===== config.mk =====
export PLATFORM = sky130hd
export DESIGN_NAME = midi_byte_parser_flat
export DESIGN_NICKNAME = d
export VERILOG_FILES = /design/src/rtl/midi_byte_parser_if.sv /design/src/rtl/midi_byte_parser.sv /design/src/flat_wrapper.sv
export SDC_FILE = /design/constraint.sdc
export NUM_CORES = 1
export LEC_CHECK = 0
export CORE_MARGIN = 2
export CORE_UTILIZATION = 45
export DETAILED_ROUTE_END_ITERATION = 10
export PLACE_DENSITY_LB_ADDON = 0.1
export SLEW_MARGIN = 20
export SYNTH_ARGS = -nofsm -noshare
export SYNTH_HDL_FRONTEND = slang
export SYNTH_SLANG_ARGS = --single-unit

===== constraint.sdc =====
create_clock -name CLOCK_25 -period 4.42 [get_ports CLOCK_25]
set_input_delay 0.884 -clock CLOCK_25 [delete_from_list [all_inputs] [get_ports CLOCK_25]]
set_output_delay 0.884 -clock CLOCK_25 [all_outputs]
set_load 0.05 [all_outputs]

===== src/rtl/midi_byte_parser_if.sv =====
// midi_byte_parser_if
//  Groups the receiver-side byte stream and the midi_decoder-side outputs
//  of midi_byte_parser into one bundle.
//  master: byte producer / observer (drives rx_*, reads parser outputs)
//  slave : the parser itself (reads rx_*, drives parser outputs)
//  Signals:
//   rx_valid, rx_byte[7:0], rx_err              - received byte strobe
//   byteready, cur_status, midibyte_nr, midibyte - decoder data interface
//   sys_real, sys_real_dat                      - realtime byte split-out
//   sysex_end                                   - sysex closed by 0xF7
//   err_cnt[ERR_W-1:0]                          - saturating error count
interface midi_byte_parser_if #(
    parameter int ERR_W = 8
);
    logic             rx_valid;
    logic [7:0]       rx_byte;
    logic             rx_err;
    logic             byteready;
    logic [7:0]       cur_status;
    logic [7:0]       midibyte_nr;
    logic [7:0]       midibyte;
    logic             sys_real;
    logic [7:0]       sys_real_dat;
    logic             sysex_end;
    logic [ERR_W-1:0] err_cnt;

    modport master (
        output rx_valid, rx_byte, rx_err,
        input  byteready, cur_status, midibyte_nr, midibyte,
               sys_real, sys_real_dat, sysex_end, err_cnt
    );

    modport slave (
        input  rx_valid, rx_byte, rx_err,
        output byteready, cur_status, midibyte_nr, midibyte,
               sys_real, sys_real_dat, sysex_end, err_cnt
    );
endinterface


===== src/rtl/midi_byte_parser.sv =====
// midi_byte_parser
//  Raw MIDI byte stream parser sitting between the serial receiver and
//  midi_decoder. Tracks running status, numbers data bytes within each
//  message, passes sysex data through (optionally) and splits out
//  realtime bytes. Every output is registered: it reflects the byte
//  presented one clock earlier.
//  Ports:
//   CLOCK_25 - system clock, rising edge
//   iRST     - asynchronous active-high reset
//   mif      - slave side of midi_byte_parser_if (rx stream in, decoder
//              interface / realtime / sysex_end / err_cnt out)
//  Parameters:
//   SYSEX_EN - 1: sysex data bytes are emitted on byteready; 0: discarded
//   ERR_W    - width of the saturating error counter
module midi_byte_parser #(
    parameter bit SYSEX_EN = 1'b1,
    parameter int ERR_W    = 8
) (
    input logic              CLOCK_25,
    input logic              iRST,
    midi_byte_parser_if.slave mif
);

    typedef enum logic [1:0] {
        IDLE  = 2'd0,   // no status known; data bytes are orphans
        CHAN  = 2'd1,   // channel message (running status)
        SYSEX = 2'd2,   // inside F0 ... F7
        SKIP  = 2'd3    // system-common data, discarded
    } state_t;

    state_t           state_q, state_d;
    logic [7:0]       cnt_q, cnt_d;
    logic [7:0]       cur_status_q, cur_status_d;
    logic [7:0]       nr_q, nr_d;
    logic [7:0]       mbyte_q, mbyte_d;
    logic [7:0]       rdat_q, rdat_d;
    logic [ERR_W-1:0] err_q, err_d;
    logic             byteready_q, byteready_d;
    logic             sys_real_q, sys_real_d;
    logic             sysex_end_q, sysex_end_d;

    logic [7:0]       b;
    logic [7:0]       cnt_inc;
    logic [7:0]       cnt_sat;
    logic [7:0]       msg_len;
    logic [ERR_W-1:0] err_inc;

    assign b       = mif.rx_byte;
    assign cnt_inc = cnt_q + 8'd1;
    assign cnt_sat = (cnt_q == 8'hFF) ? 8'hFF : cnt_inc;
    // Program change (Cx) and channel pressure (Dx) carry one data byte.
    assign msg_len = (cur_status_q[7:5] == 3'b110) ? 8'd1 : 8'd2;
    assign err_inc = (&err_q) ? err_q : err_q + ERR_W'(1);

    always_ff @(posedge CLOCK_25 or posedge iRST) begin
        if (iRST) begin
            state_q      <= IDLE;
            cnt_q        <= '0;
            cur_status_q <= '0;
            nr_q         <= '0;
            mbyte_q      <= '0;
            rdat_q       <= '0;
            err_q        <= '0;
            byteready_q  <= 1'b0;
            sys_real_q   <= 1'b0;
            sysex_end_q  <= 1'b0;
        end else begin
            state_q      <= state_d;
            cnt_q        <= cnt_d;
            cur_status_q <= cur_status_d;
            nr_q         <= nr_d;
            mbyte_q      <= mbyte_d;
            rdat_q       <= rdat_d;
            err_q        <= err_d;
            byteready_q  <= byteready_d;
            sys_real_q   <= sys_real_d;
            sysex_end_q  <= sysex_end_d;
        end
    end

    always_comb begin
        state_d      = state_q;
        cnt_d        = cnt_q;
        cur_status_d = cur_status_q;
        nr_d         = nr_q;
        mbyte_d      = mbyte_q;
        rdat_d       = rdat_q;
        err_d        = err_q;
        byteready_d  = 1'b0;
        sys_real_d   = 1'b0;
        sysex_end_d  = 1'b0;

        if (mif.rx_valid) begin
            if (mif.rx_err) begin
                // Corrupted byte: lose sync entirely until a new status byte.
                cur_status_d = '0;
                state_d      = IDLE;
                err_d        = err_inc;
            end else if (b >= 8'hF8) begin
                // Realtime bytes may interleave anything; touch no message state.
                sys_real_d = 1'b1;
                rdat_d     = b;
            end else if (!b[7]) begin
                unique case (state_q)
                    CHAN: begin
                        byteready_d = 1'b1;
                        mbyte_d     = b;
                        nr_d        = cnt_inc;
                        // Wrap on a complete message so running status restarts at nr 1.
                        cnt_d       = (cnt_inc == msg_len) ? 8'd0 : cnt_inc;
                    end
                    SYSEX: begin
                        cnt_d = cnt_sat;
                        if (SYSEX_EN) begin
                            byteready_d = 1'b1;
                            mbyte_d     = b;
                            nr_d        = cnt_sat;
                        end
                    end
                    SKIP: ;
                    IDLE: err_d = err_inc;
                    default: ;
                endcase
            end else if (b <= 8'hEF) begin
                cur_status_d = b;
                cnt_d        = '0;
                state_d      = CHAN;
            end else if (b == 8'hF0) begin
                cur_status_d = b;
                cnt_d        = '0;
                state_d      = SYSEX;
            end else if (b == 8'hF7) begin
                sysex_end_d  = (state_q == SYSEX);
                cur_status_d = '0;
                cnt_d        = '0;
                state_d      = IDLE;
            end else begin
                // F1..F6: system common, its data bytes are not ours to count.
                cur_status_d = '0;
                cnt_d        = '0;
                state_d      = SKIP;
            end
        end
    end

    assign mif.byteready    = byteready_q;
    assign mif.cur_status   = cur_status_q;
    assign mif.midibyte_nr  = nr_q;
    assign mif.midibyte     = mbyte_q;
    assign mif.sys_real     = sys_real_q;
    assign mif.sys_real_dat = rdat_q;
    assign mif.sysex_end    = sysex_end_q;
    assign mif.err_cnt      = err_q;

endmodule


===== src/flat_wrapper.sv =====
// flat-port wrapper written by rule: the top's interface ports become plain ports
module midi_byte_parser_flat 
#(
    parameter bit SYSEX_EN = 1'b1,
    parameter int ERR_W    = 8
)
  (CLOCK_25, iRST, mif_rx_valid, mif_rx_byte, mif_rx_err, mif_byteready, mif_cur_status, mif_midibyte_nr, mif_midibyte, mif_sys_real, mif_sys_real_dat, mif_sysex_end, mif_err_cnt);
  midi_byte_parser_if #(.ERR_W(ERR_W)) mif_i ();
  input logic CLOCK_25;
  input logic iRST;
  input wire logic [$bits(mif_i.rx_valid)-1:0] mif_rx_valid;
  input wire logic [$bits(mif_i.rx_byte)-1:0] mif_rx_byte;
  input wire logic [$bits(mif_i.rx_err)-1:0] mif_rx_err;
  output wire logic [$bits(mif_i.byteready)-1:0] mif_byteready;
  output wire logic [$bits(mif_i.cur_status)-1:0] mif_cur_status;
  output wire logic [$bits(mif_i.midibyte_nr)-1:0] mif_midibyte_nr;
  output wire logic [$bits(mif_i.midibyte)-1:0] mif_midibyte;
  output wire logic [$bits(mif_i.sys_real)-1:0] mif_sys_real;
  output wire logic [$bits(mif_i.sys_real_dat)-1:0] mif_sys_real_dat;
  output wire logic [$bits(mif_i.sysex_end)-1:0] mif_sysex_end;
  output wire logic [$bits(mif_i.err_cnt)-1:0] mif_err_cnt;
  assign mif_i.rx_valid = mif_rx_valid;
  assign mif_i.rx_byte = mif_rx_byte;
  assign mif_i.rx_err = mif_rx_err;
  assign mif_byteready = mif_i.byteready;
  assign mif_cur_status = mif_i.cur_status;
  assign mif_midibyte_nr = mif_i.midibyte_nr;
  assign mif_midibyte = mif_i.midibyte;
  assign mif_sys_real = mif_i.sys_real;
  assign mif_sys_real_dat = mif_i.sys_real_dat;
  assign mif_sysex_end = mif_i.sysex_end;
  assign mif_err_cnt = mif_i.err_cnt;
  midi_byte_parser #(.SYSEX_EN(SYSEX_EN), .ERR_W(ERR_W)) u_core (.CLOCK_25(CLOCK_25), .iRST(iRST), .mif(mif_i));
endmodule

==> impl_summary.log <==
[metrics] detailed router's first-iteration violation count: ~110
[metrics] Slew @ Worst Pin: 0.8770 ns
[metrics] area of the die: around 6200 µm²
[metrics] end point of the most critical hold path: u_core.mif.sys_real_dat[5]
[metrics] first-pass GRT wire length: 9045 µm
[metrics] pin count of the biggest net entering global routing: 53
[metrics] #FFs+latches synth: 52
[metrics] top-count cell post-synth: dfrtp_1
[metrics] aggregate negative setup slack: 0 ns
[metrics] library cell with the largest summed area after synthesis: dfrtp_1
[metrics] Fin Clk Skew: 0.01158 ns
[metrics] static leakage power: roughly 1.4 nW
[metrics] Total Routing Usage GR: between 10% and 20%
[metrics] multi-input combinational cell area: roughly 1100 µm²
[metrics] antenna violations before repair: 0
[metrics] routability congestion estimate: about 0.85
[metrics] number of nets at the end of the flow: around 320
[metrics] Critical Path Sink Type: flip-flop
[metrics] IO Port Bufs: 53
[metrics] Crit path required time: around 4.6 ns
[metrics] Achievable Freq: 353.6 MHz
[metrics] area of the mapped netlist: 2535 µm²
[metrics] number of flops mapped to enable cells by yosys: 0
[metrics] fin crit period: roughly 2.8 ns
[metrics] buffer type at the clock tree root: clkbuf_8
[metrics] synthesized netlist net count: approximately 270
[metrics] Synth top area share: between 50% and 60%
[metrics] number of hold violations in the final report: 0
[metrics] Synthesis Warnings: 0
[metrics] total grt overflow: 0
[metrics] post-cts sizing count: 0
[metrics] worst rel slew slack: between 40% and 50%
[metrics] Final Worst Setup Slack: approximately 1.6 ns
[metrics] starting density of the core: between 40 and 50%
[metrics] number of buffers on the longest clock path: 2
[metrics] area of the core region: between 5000 and 6000 µm²
[metrics] critical path startpoint category: input pin
[metrics] Detailed Routing Iterations Pass 1: 4
[metrics] sinks on the clock net: 52
[metrics] most used flip-flop cell after synthesis: dfrtp_1
[metrics] count of maximum capacitance violations: 0
[metrics] H-tree depth reported by CTS: 2
[metrics] CTS Buf Count: 5
[metrics] count of hold-fix buffers inserted at cts: 0
[metrics] maximum fanout along the worst path: 16
[metrics] Worst Min Path Start: u_core.mif.sys_real_dat[5]
[metrics] post-synthesis sequential area ratio: roughly half
[metrics] worst reg2reg setup slack: approximately 2.3 ns
[metrics] TritonCTS clock tree: done
[metrics] clock latency on the worst-skew pair: ~0.3 ns
[metrics] number of global-route vias before repair: 1835
[metrics] kind of critical path: in -> reg
[metrics] Register-to-Register Path Depth: 6
[metrics] hold-critical path depth: 1
[metrics] fraction of layout instances using a drive strength above 1: around 7%
[metrics] Post CTS Setup Buffer Count: 0
[metrics] count of mapped cells out of synthesis: ~250
[metrics] number of antenna-violating nets in the routed design: 0
[metrics] Synth async-reset ratio: between 90% and 100%
[metrics] core utilization of the finished layout: approximately three fifths
[metrics] count of standard-cell rows: 27
[metrics] cell types with the highest counts after synthesis: dfrtp_1 (52), nand2_1 (38), nor2_1 (14), inv_1 (12)
[metrics] Worst IR Drop VDD: about 0.29 mV
[metrics] number of pins with negative max-slew slack in the final report: 0
[metrics] diodes inserted: 0
[metrics] average detailed-routed wire length per instance: about 14 µm
[metrics] total wire length after detailed routing: ~5300 µm
[metrics] worst slack at placement: between 1 and 1.5 ns
[metrics] count of different cell masters after synthesis: 56
[metrics] register clock-pin slew on the reported worst setup and hold paths: ~0.090 ns
[metrics] Die X: 79.06 µm
[metrics] fill count: 494
[metrics] arrival time at the worst endpoint: slightly above 3 ns
[metrics] reg-to-reg critical path endpoint: u_core.mif.midibyte_nr[3]
[metrics] Power Density: between 500 and 600 nW/µm²
[metrics] status: finished, final reports clean
[metrics] vias per cell: roughly 5.3
[metrics] via total after detailed routing: between 1500 and 2000
[metrics] synthesis-to-finish area growth: 27.44%
[metrics] leading cell types by total area after synthesis: dfrtp_1 (51%), nand2_1 (5.6%), ha_1 (2.5%), xor2_1 (2.4%), nor2_1 (2.1%)
[metrics] RSZ-0062 raised after global routing: no
[metrics] launch point of the worst reg-to-reg path: u_core.state_q[1]
[metrics] FF/Latch Area: between 1000 and 1500 µm²
[metrics] io pins: between 50 and 60
[metrics] worst hold path class: reg -> reg
[metrics] Chip Height: about 80 µm
[metrics] count of final setup violators: 0
[metrics] fraction of the cycle the final worst path needs: between 60% and 70%
[metrics] average instance area after synthesis: 10.22 µm²
[metrics] placed wire-length estimate after detailed placement: 3860 µm
[metrics] Remaining DRCs: 0
==> layout by cell type (no fill, tap or decap), types with 3 or more instances in the layout <==
| master | instances |
|---|---|
| ha_1 | 5 |
| nand2_1 | 38 |
| and4_1 | 3 |
| nand4_1 | 4 |
| nand3_1 | 7 |
| clkdlybuf4s50_1 | 53 |
| a21oi_1 | 8 |
| o31ai_1 | 4 |
| nor3_1 | 8 |
| mux2_1 | 3 |
| dfrtp_1 | 52 |
| inv_1 | 11 |
| clkbuf_8 | 6 |
| xor2_1 | 7 |
| nor2_1 | 14 |
| a22o_1 | 5 |
| and3_1 | 3 |
| o22a_1 | 4 |
| xnor2_1 | 5 |
| nand2b_1 | 7 |
| a31oi_1 | 3 |
| and2_1 | 3 |
| mux2i_1 | 4 |
==> per-layer routing <==
layer  share of wire, %  global-route usage, %  vias to the layer above
met5                  0                      0                        -
met3                4.8                  3.750                        5
met2                 43                  28.39                       53
met4               0.86                  4.655                        0
met1                 51                  26.63                      947
li1                   -                      -                      966
==> worst max-delay path, stage by stage <==
cell and delay (ns):
clkdlybuf4s50_1 0.66, nand3b_1 0.60, inv_2 0.39, nand2_1 0.16, o31a_1 0.31
==> final cells by class <==
cell class	instances	share of cell area, %
tap	72	2.789
clock inverter	2	1.201
timing repair buffer	53	16.42
inverter	13	1.549
clock buffer	6	2.556
sequential	52	40.28
multi-input combinational	173	35.21
==> worst max path at each step <==
stage                         startpoint                         to  cells past startpoint
after floorplan                     iRST            u_core.cnt_q[0]                      1
after global placement    mif_rx_byte[7]  u_core.mif.midibyte_nr[3]                      5
after detailed placement  mif_rx_byte[7]  u_core.mif.midibyte_nr[3]                      5
after CTS                   mif_rx_valid  u_core.mif.midibyte_nr[3]                      6
after global routing        mif_rx_valid  u_core.mif.midibyte_nr[3]                      6
final                     mif_rx_byte[7]  u_core.mif.midibyte_nr[3]                      5
==> report_power, final <==
part,internal [mW],switching (mW)
sequential,0.563,0.0731
combinational,0.223,0.424
clock,0.185,0.156
==> cells by family (layout without fill, tap and decap cells) <==
logic type,after synthesis,in the layout,synth area share (%)
buf+inv,23,74,3.800
other cells,1,1,0.1479
fa+ha+maj,5,5,2.468
mux,8,8,3.356
compound gates,49,49,15.55
flops,52,52,51.33
xor+xnor,12,12,4.146
simple gates,98,98,19.20
==> registers in the layout (all words and copies together) (netlist names) <==
signal	cells
u_core.cnt_q	8
u_core.mif.byteready	1
u_core.mif.cur_status	8
u_core.mif.err_cnt	8
u_core.mif.midibyte	7
u_core.mif.midibyte_nr	8
u_core.mif.sys_real	1
u_core.mif.sys_real_dat	8
u_core.mif.sysex_end	1
u_core.state_q	2
==> metrics by stage <==
step	cells	total power [mW]	hold WS (ns)	instance area, µm²
finish	371	1.625	0.4716	3231
global route	371	1.708	0.5012	3231
CTS	371	1.639	0.4800	3229
detailed placement	363	1.297	0.4575	3108
global placement	363	1.294	0.4542	3108
floorplan	248	1.075	0.4838	2535
Note: power is estimated with default switching activity, not from simulation.
